==> src/rtl/control_register_file_pkg.sv <==
// rtl/control_register_file_pkg.sv - control register indices, strand fault states and FAULT_CAUSE layout
package control_register_file_pkg;

   typedef enum logic [4:0] {
      CR_STRAND_ID         = 5'd0,
      CR_EXCEPTION_HANDLER = 5'd1,
      CR_FAULT_ADDRESS     = 5'd2,
      CR_FAULT_CAUSE       = 5'd3,
      CR_UPDATE_TLB_INDEX  = 5'd4,
      CR_UPDATE_TLB_VA     = 5'd5,
      CR_UPDATE_TLB_PA     = 5'd6,
      CR_HALT_STRAND       = 5'd7,
      CR_STRAND_ENABLE     = 5'd8,
      CR_HALT              = 5'd9,
      CR_CURRENT_ASID      = 5'd10,
      CR_CYCLE_LO          = 5'd11,
      CR_CYCLE_HI          = 5'd12,
      CR_SCRATCH0          = 5'd13,
      CR_SCRATCH1          = 5'd14,
      CR_EXCEPTION_ACK     = 5'd15
   } control_register_t;

   typedef enum logic {
      SS_IDLE       = 1'b0,
      SS_IN_HANDLER = 1'b1
   } strand_state_t;

   // FAULT_CAUSE word: {double_fault, in_handler, cause[cause_bits-1:0]}, zero-extended.
   function automatic logic [31:0] fault_cause_word(input logic        double_fault,
                                                    input logic        in_handler,
                                                    input logic [31:0] cause,
                                                    input int          cause_bits);
      return cause | (32'(in_handler) << cause_bits) | (32'(double_fault) << (cause_bits + 1));
   endfunction

endpackage

==> src/rtl/strand_fault_tracker.sv <==
// rtl/strand_fault_tracker.sv - one strand's fault FSM with saved pc, cause and sticky double-fault flag
module strand_fault_tracker
   import control_register_file_pkg::*;
#(
   parameter int CAUSE_BITS = 4
) (
   input  logic                  clk,
   input  logic                  reset,
   input  logic                  fault_en,
   input  logic [31:0]           fault_pc,
   input  logic [CAUSE_BITS-1:0] fault_cause,
   input  logic                  ack_en,
   output logic                  in_handler,
   output logic                  double_fault,
   output logic [31:0]           saved_pc,
   output logic [CAUSE_BITS-1:0] saved_cause
);

   strand_state_t         state_q, state_d;
   logic                  double_fault_q, double_fault_d;
   logic [31:0]           saved_pc_q, saved_pc_d;
   logic [CAUSE_BITS-1:0] saved_cause_q, saved_cause_d;

   // The acknowledge is resolved before the fault so a same-cycle pair re-enters the handler cleanly.
   always_comb begin
      state_d        = state_q;
      double_fault_d = double_fault_q;
      saved_pc_d     = saved_pc_q;
      saved_cause_d  = saved_cause_q;
      if (ack_en) begin
         state_d        = SS_IDLE;
         double_fault_d = 1'b0;
      end
      if (fault_en) begin
         if (state_d == SS_IDLE) begin
            state_d       = SS_IN_HANDLER;
            saved_pc_d    = fault_pc;
            saved_cause_d = fault_cause;
         end else begin
            double_fault_d = 1'b1;
         end
      end
   end

   always_ff @(posedge clk or negedge reset) begin
      if (!reset) begin
         state_q        <= SS_IDLE;
         double_fault_q <= 1'b0;
         saved_pc_q     <= '0;
         saved_cause_q  <= '0;
      end else begin
         state_q        <= state_d;
         double_fault_q <= double_fault_d;
         saved_pc_q     <= saved_pc_d;
         saved_cause_q  <= saved_cause_d;
      end
   end

   assign in_handler   = (state_q == SS_IN_HANDLER);
   assign double_fault = double_fault_q;
   assign saved_pc     = saved_pc_q;
   assign saved_cause  = saved_cause_q;

endmodule

==> src/rtl/control_register_file.sv <==
// rtl/control_register_file.sv - per-core control registers: strand state, TLB update strobes, cycle counter
module control_register_file
   import control_register_file_pkg::*;
#(
   parameter int          CORE_ID           = 0,
   parameter int          NUM_STRANDS       = 4,
   parameter int          ASID_BITS         = 8,
   parameter int          TLB_INDEX_BITS    = 6,
   parameter int          CAUSE_BITS        = 4,
   parameter logic [63:0] CYCLE_RESET_VALUE = 64'd0,
   localparam int         SW                = (NUM_STRANDS > 1) ? $clog2(NUM_STRANDS) : 1
) (
   input  logic                      clk,
   input  logic                      reset,
   input  logic                      ma_cr_read_en,
   input  logic                      ma_cr_write_en,
   input  logic [4:0]                ma_cr_index,
   input  logic [SW-1:0]             ma_strand,
   input  logic [31:0]               ma_cr_write_value,
   input  logic                      wb_latch_fault,
   input  logic [SW-1:0]             wb_fault_strand,
   input  logic [31:0]               wb_fault_pc,
   input  logic [CAUSE_BITS-1:0]     wb_fault_cause,
   output logic [31:0]               cr_read_value,
   output logic                      cr_read_valid,
   output logic [NUM_STRANDS-1:0]    cr_strand_enable,
   output logic [31:0]               cr_exception_handler_address,
   output logic [ASID_BITS-1:0]      cr_current_asid [NUM_STRANDS],
   output logic                      cr_update_itlb_va_en,
   output logic                      cr_update_itlb_pa_en,
   output logic                      cr_update_dtlb_va_en,
   output logic                      cr_update_dtlb_pa_en,
   output logic [TLB_INDEX_BITS-1:0] cr_update_tlb_index,
   output logic [31:0]               cr_update_tlb_value,
   output logic [NUM_STRANDS-1:0]    cr_double_fault
);

   logic [NUM_STRANDS-1:0] enable_q, enable_d;
   logic [31:0]            handler_q, handler_d;
   logic [ASID_BITS-1:0]   asid_q [NUM_STRANDS];
   logic [ASID_BITS-1:0]   asid_d [NUM_STRANDS];
   logic [TLB_INDEX_BITS:0] tlb_idx_q [NUM_STRANDS];
   logic [TLB_INDEX_BITS:0] tlb_idx_d [NUM_STRANDS];
   logic [31:0]            scratch0_q [NUM_STRANDS];
   logic [31:0]            scratch0_d [NUM_STRANDS];
   logic [31:0]            scratch1_q [NUM_STRANDS];
   logic [31:0]            scratch1_d [NUM_STRANDS];
   logic [63:0]            cycle_q, cycle_d;
   logic [31:0]            cycle_hi_q, cycle_hi_d;
   logic [31:0]            read_value_q, read_value_d;
   logic                   read_valid_q, read_valid_d;
   logic [31:0]            rd_data;

   logic [NUM_STRANDS-1:0] fault_hit, ack_hit, in_handler, double_fault;
   logic [31:0]            saved_pc [NUM_STRANDS];
   logic [CAUSE_BITS-1:0]  saved_cause [NUM_STRANDS];

   for (genvar i = 0; i < NUM_STRANDS; i++) begin : g_strand
      assign fault_hit[i] = wb_latch_fault && (wb_fault_strand == SW'(i));
      assign ack_hit[i]   = ma_cr_write_en && (ma_cr_index == CR_EXCEPTION_ACK) && (ma_strand == SW'(i));

      strand_fault_tracker #(.CAUSE_BITS(CAUSE_BITS)) u_tracker (
         .clk          (clk),
         .reset        (reset),
         .fault_en     (fault_hit[i]),
         .fault_pc     (wb_fault_pc),
         .fault_cause  (wb_fault_cause),
         .ack_en       (ack_hit[i]),
         .in_handler   (in_handler[i]),
         .double_fault (double_fault[i]),
         .saved_pc     (saved_pc[i]),
         .saved_cause  (saved_cause[i])
      );
   end

   always_comb begin
      rd_data = '0;
      case (ma_cr_index)
         CR_STRAND_ID:         rd_data = (32'(CORE_ID) << SW) | 32'(ma_strand);
         CR_EXCEPTION_HANDLER: rd_data = handler_q;
         CR_FAULT_ADDRESS:     rd_data = saved_pc[ma_strand];
         CR_FAULT_CAUSE:       rd_data = fault_cause_word(double_fault[ma_strand], in_handler[ma_strand],
                                                          32'(saved_cause[ma_strand]), CAUSE_BITS);
         CR_UPDATE_TLB_INDEX:  rd_data = 32'(tlb_idx_q[ma_strand]);
         CR_STRAND_ENABLE:     rd_data = 32'(enable_q);
         CR_CURRENT_ASID:      rd_data = 32'(asid_q[ma_strand]);
         CR_CYCLE_LO:          rd_data = cycle_q[31:0];
         CR_CYCLE_HI:          rd_data = cycle_hi_q;
         CR_SCRATCH0:          rd_data = scratch0_q[ma_strand];
         CR_SCRATCH1:          rd_data = scratch1_q[ma_strand];
         default:              rd_data = '0;
      endcase
   end

   always_comb begin
      enable_d     = enable_q;
      handler_d    = handler_q;
      asid_d       = asid_q;
      tlb_idx_d    = tlb_idx_q;
      scratch0_d   = scratch0_q;
      scratch1_d   = scratch1_q;
      cycle_d      = cycle_q + 64'd1;
      cycle_hi_d   = cycle_hi_q;
      read_valid_d = ma_cr_read_en;
      read_value_d = read_value_q;
      // Snapshot the high half alongside the low-half read so LO-then-HI is coherent.
      if (ma_cr_read_en) begin
         read_value_d = rd_data;
         if (ma_cr_index == CR_CYCLE_LO) cycle_hi_d = cycle_q[63:32];
      end
      if (ma_cr_write_en) begin
         case (ma_cr_index)
            CR_EXCEPTION_HANDLER: handler_d             = ma_cr_write_value;
            CR_UPDATE_TLB_INDEX:  tlb_idx_d[ma_strand]  = ma_cr_write_value[TLB_INDEX_BITS:0];
            CR_HALT_STRAND:       enable_d[ma_strand]   = 1'b0;
            CR_STRAND_ENABLE:     enable_d              = ma_cr_write_value[NUM_STRANDS-1:0];
            CR_HALT:              enable_d              = '0;
            CR_CURRENT_ASID:      asid_d[ma_strand]     = ma_cr_write_value[ASID_BITS-1:0];
            CR_SCRATCH0:          scratch0_d[ma_strand] = ma_cr_write_value;
            CR_SCRATCH1:          scratch1_d[ma_strand] = ma_cr_write_value;
            default: ;
         endcase
      end
   end

   always_ff @(posedge clk or negedge reset) begin
      if (!reset) begin
         enable_q     <= NUM_STRANDS'(1);
         handler_q    <= '0;
         asid_q       <= '{default: '0};
         tlb_idx_q    <= '{default: '0};
         scratch0_q   <= '{default: '0};
         scratch1_q   <= '{default: '0};
         cycle_q      <= CYCLE_RESET_VALUE;
         cycle_hi_q   <= '0;
         read_value_q <= '0;
         read_valid_q <= 1'b0;
      end else begin
         enable_q     <= enable_d;
         handler_q    <= handler_d;
         asid_q       <= asid_d;
         tlb_idx_q    <= tlb_idx_d;
         scratch0_q   <= scratch0_d;
         scratch1_q   <= scratch1_d;
         cycle_q      <= cycle_d;
         cycle_hi_q   <= cycle_hi_d;
         read_value_q <= read_value_d;
         read_valid_q <= read_valid_d;
      end
   end

   logic tlb_va_wr, tlb_pa_wr, itlb_sel;
   assign tlb_va_wr = ma_cr_write_en && (ma_cr_index == CR_UPDATE_TLB_VA);
   assign tlb_pa_wr = ma_cr_write_en && (ma_cr_index == CR_UPDATE_TLB_PA);
   assign itlb_sel  = tlb_idx_q[ma_strand][TLB_INDEX_BITS];

   assign cr_update_itlb_va_en = tlb_va_wr && itlb_sel;
   assign cr_update_dtlb_va_en = tlb_va_wr && !itlb_sel;
   assign cr_update_itlb_pa_en = tlb_pa_wr && itlb_sel;
   assign cr_update_dtlb_pa_en = tlb_pa_wr && !itlb_sel;
   assign cr_update_tlb_index  = tlb_idx_q[ma_strand][TLB_INDEX_BITS-1:0];
   assign cr_update_tlb_value  = ma_cr_write_value;

   assign cr_read_value                = read_value_q;
   assign cr_read_valid                = read_valid_q;
   assign cr_strand_enable             = enable_q;
   assign cr_exception_handler_address = handler_q;
   assign cr_current_asid              = asid_q;
   assign cr_double_fault              = double_fault;

endmodule

==> config.mk <==
export PLATFORM = sky130hd
export DESIGN_NAME = control_register_file
export DESIGN_NICKNAME = d
export VERILOG_FILES = /design/src/rtl/control_register_file_pkg.sv /design/src/rtl/strand_fault_tracker.sv /design/src/rtl/control_register_file.sv
export SDC_FILE = /design/constraint.sdc
export NUM_CORES = 1
export LEC_CHECK = 0
export BUFFER_PORTS_ARGS = -buffer_cell sky130_fd_sc_hd__buf_2
export CAP_MARGIN = 20
export CELL_PAD_IN_SITES_DETAIL_PLACEMENT = 1
export CELL_PAD_IN_SITES_GLOBAL_PLACEMENT = 2
export CORE_MARGIN = 8
export CORE_UTILIZATION = 44
export CTS_CLUSTER_DIAMETER = 150
export CTS_CLUSTER_SIZE = 24
export DETAILED_ROUTE_END_ITERATION = 6
export GPL_ROUTABILITY_DRIVEN = 0
export PLACE_DENSITY_LB_ADDON = 0.2
export SYNTH_ARGS = -nofsm -noshare
export SYNTH_HDL_FRONTEND = slang
export SYNTH_SLANG_ARGS = --single-unit
==> constraint.sdc <==
create_clock -name clk -period 2.2 [get_ports clk]
set_input_delay 0.22 -clock clk [delete_from_list [all_inputs] [get_ports clk]]
set_output_delay 0.22 -clock clk [all_outputs]
set_load 0.01 [all_outputs]
# Word level (Yosys, flattened, before mapping)
# Index checks and enable logic that the tools add are counted.
[word_totals] register_bits=633 wordCells=162 input_bits=82 out_inout_bits=147
[op_classes] magnitude_cmp=4 n_eq_ne=21 bitwise_logic=9 addsub=1 reduce_logical=33 muxes=56
[op_table] operator="$pmux 32 s11" n=1
[op_table] operator="$bwmux 128" n=2
[op_table] operator="$mux 32" n=7
[op_table] operator="$bmux 32 s2" n=3
[op_table] operator="$add 64x1->64 const B" n=1
[op_table] operator="$demux 32 s2" n=1
[op_table] operator="$eq 5x4->1 const B" n=8
[op_table] operator="$bwmux 32" n=1
[op_table] operator="$bwmux 28" n=1
[op_table] operator="$mux 8" n=3
[op_table] operator="$mux 1" n=23
[op_table] operator="$reduce_and 2->1" n=11
[op_table] operator="$mux 7" n=3
[op_table] operator="$eq 5x3->1 const B" n=4
[op_table] operator="$logic_and 1x1->1" n=17
[op_table] operator="$bmux 8 s2" n=1
[op_table] operator="$demux 8 s2" n=1
[op_table] operator="$bmux 7 s2" n=1
[op_table] operator="$demux 7 s2" n=1
[op_table] operator="$pmux 4 s3" n=1
[op_table] operator="$eq 5x2->1 const B" n=2
[op_table] operator="$bmux 4 s2" n=1
[op_table] operator="$eq 2x2->1 const B" n=4
[op_table] operator="$mux 4" n=2
[op_table] operator="18 further kinds" n=24

# Logic depth before layout (Yosys ltp)
[logic_depth] ltp_word=7 mapped_depth=9 depth_no_buf=6

# By module
# A second synthesis with hierarchy kept.
[unflattened] cells_unflattened=1917 hier_area_um2=29087.9
[modules_own_cells] mod="control_register_file" cells_each=1589 seq_area_each_um2=12037.8 instances=1 area_each_um2=22806.9
[modules_own_cells] mod="strand_fault_tracker" cells_each=82 seq_area_each_um2=950.9 instances=4 area_each_um2=1570.3

# Worst setup path after synthesis
# OpenSTA, ideal clock, no wires.
[synth_path] path_type="input-to-reg" from="in ma_strand[0]" to="reg read_value_q[0], in the netlist cr_read_value[0]" path_buffers=3 t_required_ns=2.064 setup_time_ns=0.136 path_slack_ns=0.311 arrival_ns=1.753 stages=6 cell_sequence="buf_2 buf_2 buf_4 mux4_2 a221oi_1 a31oi_1"
[synth_between] elab_chain_cells=7 elab_cells_between_ends=22 cone_classes="19 x mux; 3 x bitwise"
[synth_lines] element="from (decl)" line="control_register_file.sv:18" rtl="input logic [SW-1:0] ma_strand,"
[synth_lines] element="$not 2->3 (implied by the code)"
[synth_lines] element="$bmux 4 s2" line="control_register_file.sv:83" rtl="32'(saved_cause[ma_strand]), CAUSE_BITS);"
[synth_lines] element="$mux 4 (implied by the code) (2 in series)" line="control_register_file.sv:83"
[synth_lines] element="$or 4x5->5" line="control_register_file_pkg.sv:33" rtl="return cause | (32'(in_handler) << cause_bits) | (32'(double_fault) << (cause_bits + 1));"
[synth_lines] element="$or 5x6->6" line="control_register_file_pkg.sv:33"
[synth_lines] element="$pmux 32 s11 (*)" line="control_register_file.sv:78" rtl="case (ma_cr_index)"
[synth_lines] element="to (signal assigned)" line="control_register_file.sv:147" rtl="read_value_q <= read_value_d;"
[synth_lines] element="to (decl)" line="control_register_file.sv:50" rtl="logic [31:0] read_value_q, read_value_d;"
# Mark *: on every way between the ends. The rest lies on a longest branch, timed or not. The select of a mux whose other input is x is not followed.
# A chain may end at the register's enable or synchronous reset.

# Final worst setup path
[layout_path] from="reg tlb_idx_q[6] (netlist bit)" to="out cr_update_itlb_pa_en"
[layout_between] elab_chain_cells=4
[layout_lines] element="from (decl)" line="control_register_file.sv:42" rtl="logic [TLB_INDEX_BITS:0] tlb_idx_q [NUM_STRANDS];"
[layout_lines] element="from (signal assigned)" line="control_register_file.sv:142" rtl="tlb_idx_q <= tlb_idx_d;"
[layout_lines] element="$bmux 7 s2" line="control_register_file.sv:155" rtl="assign itlb_sel = tlb_idx_q[ma_strand][TLB_INDEX_BITS];"
[layout_lines] element="$mux 7 (2 in series)"
[layout_lines] element="$logic_and 1x1->1" line="control_register_file.sv:159" rtl="assign cr_update_itlb_pa_en = tlb_pa_wr && itlb_sel;"
[layout_lines] element="to (decl)" line="control_register_file.sv:30" rtl="output logic cr_update_itlb_pa_en,"
# No other way between the ends. The select of a mux whose other input is x is not followed.

==> results.py <==
metrics = {
    "drt": {
        "met3WireLength_um": 3220,
        "final_routed_drc_violation_total": 0,
        "met2_wirelength_um": 44500,
        "wl_met1_um": 37700,
        "top_signal_layer_used": "met5",
        "wire_per_inst_um": 27.9,
        "drt_first_pass_iters": 5,
        "num_vias": 18300,
        "post_route_antenna_net_violation_count": 0,
        "detail_route.iter0.violations": 1062,
        "routed_wl_um": 87700,
        "via_per_inst": 5.83,
    },
    "clock_network": {
        "tritoncts_clock_tree": "done",
        "cts_sinks": 633,
        "cts_made_buffers": 30,
        "cts.root.buffer_cell": "sky130_fd_sc_hd__clkbuf_16",
        "h-tree-depth": 1,
        "cts.repair_timing.setup_buffer_count": 0,
        "cts.path.max_buffers": 3,
        "cts.clk_slew.worst_paths_ns": 0.10,
        "clock_insertion_delay_worst_skew_ns": 0.64,
    },
    "pwr": {
        "clock_power_share_pct": 26.9,
        "share_comb_of_total_power_pct": 15.0,
        "cellPowerDensity_nw_per_um2": 714,
        "vdd.ir_drop.worst_mv": 0.646,
        "switching_share_pct": 26.1,
        "power.leakage_nw": 15.8,
        "power_switching_mw": 6.21,
        "power_report.internal_total_mw": 17.5,
        "pwr-share-seq_pct": 58.1,
        "p_total_mw": 23.8,
    },
    "die": {
        "boundaryPins": 229,
        "floorplan.die.width_um": 272,
        "core_area_um2": 64500,
        "start_util_pct": 44.6,
        "die_h_um": 272,
        "floorplan.rows": 93,
        "design.die.area_um2": 73700,
    },
    "synth": {
        "netlist.top_cell.by_area": "sky130_fd_sc_hd__dfrtp_1",
        "yosysSeqAreaShare_pct": 55.1,
        "synth.cell_area_um2": 28700,
        "synth_top_flop_cell": "sky130_fd_sc_hd__dfrtp_1",
        "avgSynthCellArea_um2": 14.7,
        "syn-num-nets": 2033,
        "ys_top_cells_by_area": "sky130_fd_sc_hd__dfrtp_1 55%, sky130_fd_sc_hd__mux2_2 19%, sky130_fd_sc_hd__mux4_2 9.2%",
        "ys_types": 61,
        "post_synth_inst_count": 1950,
        "number_of_synthesized_flops_with_an_enable_pin": 0,
        "synth-async-reset-ratio_pct": 100,
        "ys_warns": 0,
        "yosys.area.top_type_share_pct": 55.0,
        "postSynthRegisterBits": 633,
    },
    "sta": {
        "clock.fmax_mhz": 467,
        "fin_tns_setup_ns": 0,
        "timing_max_transition_violations_final": 0,
        "maximum_clock_skew_at_final_layout_ns": 0.0296,
        "worst_slew_pin_slew_ns": 0.594,
        "setup_viol": 0,
        "setup_repair_after_global_routing_missed_its_margin": "false",
        "post-route-worst-setup-slack_ns": 0.0602,
        "finalCritPeriodShare_pct": 97.3,
        "maxSlewHeadroom_pct": 60.4,
        "fin_crit_ns": 2.14,
        "hold_ws_ns": 0.0465,
        "finalHoldViolCount": 0,
    },
    "placement": {
        "place.detailed.hpwl_um": 62700,
        "post_place_setup_slack_ns": 0.0304,
        "port_buffers": 228,
    },
    "setup_path": {
        "timing.critical_path.arrival_ns": 1.92,
        "worst-path-max-fanout": 5,
        "criticalPathCategory": "reg2out",
        "critPathCaptureType": "output pin",
        "worst_setup_path_start_kind": "register",
        "worst_ep_required_time_ns": 1.98,
        "regToRegSetupSlack_ns": 0.15,
    },
    "finish": {
        "layout.cells.most_common": "sky130_fd_sc_hd__dfrtp_1",
        "drive_gt1_share_pct": 46.8,
        "fillers": 6263,
        "fin_nets": 2349,
        "syn_to_final_growth_pct": 15.8,
        "most_used_cells_in_the_layout_excluding_fill_and_tap_cells": "632 x sky130_fd_sc_hd__dfrtp_1, 495 x sky130_fd_sc_hd__mux2_2, 225 x sky130_fd_sc_hd__buf_2, 117 x sky130_fd_sc_hd__mux4_2, 112 x sky130_fd_sc_hd__buf_4",
    },
    "global_routing": {
        "grt_pass1_wl_um": 136000,
        "grt_antenna_before_repair": 3,
        "grt_remaining_overflow": 0,
        "global_route_usage_sum_pct": 23.8,
        "vias_in_the_first_global_route": 20700,
        "grt_start_max_net_pins": 93,
    },
    "outcome": {
        "run_status": "finished clean",
    },
    "job": {
        "maxCapViolations": 0,
    },
    "worst_hold_path": {
        "holdCritPathClass": "in2reg",
    },
}
## critical path, cell delays in order, from the launching register on
cell	delay, ns
sky130_fd_sc_hd__dfrtp_1	0.39
sky130_fd_sc_hd__mux4_2	0.53
sky130_fd_sc_hd__and4_1	0.21
sky130_fd_sc_hd__buf_2	0.14
## Yosys cell counts, drive strengths merged (7+ instances only)
master  instances
dfrtp         632
nand2b          8
nand3          57
nand4          18
nor4            7
a22oi          36
xnor2          31
a22o           31
nor3           14
o21ai          11
and3           38
nand2          72
and4           10
mux4          117
mux2          522
a221oi         31
buf           129
xor2           31
a21oi          13
nor2           36
clkbuf         32
and2           16
## metal layers
metal  GRT usage [%]  vias up
met4            6.25        2
li1                -     7810
met2            40.8      394
met3            2.58      115
met5               0        -
met1            32.1     9955
## per-stage QoR
| step | instance area [um^2] | std cells | utilization (%) |
|---|---|---|---|
| floorplan | 28700 | 1950 | - |
| global placement | 31800 | 3025 | 49.3 |
| detailed placement | 31800 | 3025 | 49.3 |
| CTS | 33300 | 3133 | 51.6 |
| global route | 33300 | 3134 | 51.6 |
| finish | 33300 | 3137 | 51.6 |
## state kept, by name, indices dropped and copies added (netlist names), 16 cells and up
register	cells
cr_current_asid	32
cr_exception_handler_address	32
cr_read_value	32
cycle_hi_q	32
cycle_q	64
g_strand.u_tracker.saved_cause	16
g_strand.u_tracker.saved_pc	128
scratch0_q	128
scratch1_q	128
tlb_idx_q	28
## power groups by stage
stage	clock network (mW)	registers, mW	logic [mW]
after floorplan	0	13.7	2.10
after global placement	0	13.9	3.38
after detailed placement	0	14.0	3.54
after CTS	6.60	13.8	3.64
after global routing	6.95	14.0	3.87
final	6.39	13.8	3.57
## repair_timing
item	CTS	global route
setup endpoints to repair	0	4
resized for setup	0	2
hold buffers	64	0
endpoints found under the hold margin	548	0
## area by class of cell
type / instances / area (um^2) / area share, %
inverter: 7 / 26.3 / 0.0790
sequential: 633 / 15800 / 47.6
clock buffer: 43 / 821 / 2.47
tap: 855 / 1070 / 3.22
antenna: 4 / 10.0 / 0.0301
multi-input combinational: 1149 / 12000 / 36.1
timing repair buffer: 445 / 3480 / 10.5
clock inverter: 1 / 16.3 / 0.0489
## final timing paths
check,start,cells after the start,endpoint
setup reg to reg,cycle_q[13]$_DFF_PN0_,6,cycle_q[46]$_DFF_PN0_
hold reg to reg,cycle_hi_q[26]$_DFFE_PN0P_,2,cycle_hi_q[26]$_DFFE_PN0P_
max in group asynchronous,reset,3,g_strand[0].u_tracker.saved_pc[18]$_DFFE_PN0P_
setup / recovery,tlb_idx_q[6]$_DFFE_PN0P_,3,cr_update_itlb_pa_en
hold / removal,ma_cr_write_value[8],2,scratch0_q[104]$_DFFE_PN0P_
min in group asynchronous,reset,2,scratch1_q[58]$_DFFE_PN0P_
## logic make-up after synthesis
logic type / count (synthesis) / share of synthesized area (%)
compound gates: 146 / 4.02
xor+xnor: 62 / 1.89
mux: 641 / 29.7
fa+ha+maj: 1 / 0.0435
flops: 633 / 55.1
buf+inv: 168 / 3.36
simple gates: 299 / 5.84
Power figures use the tool's default switching activity.
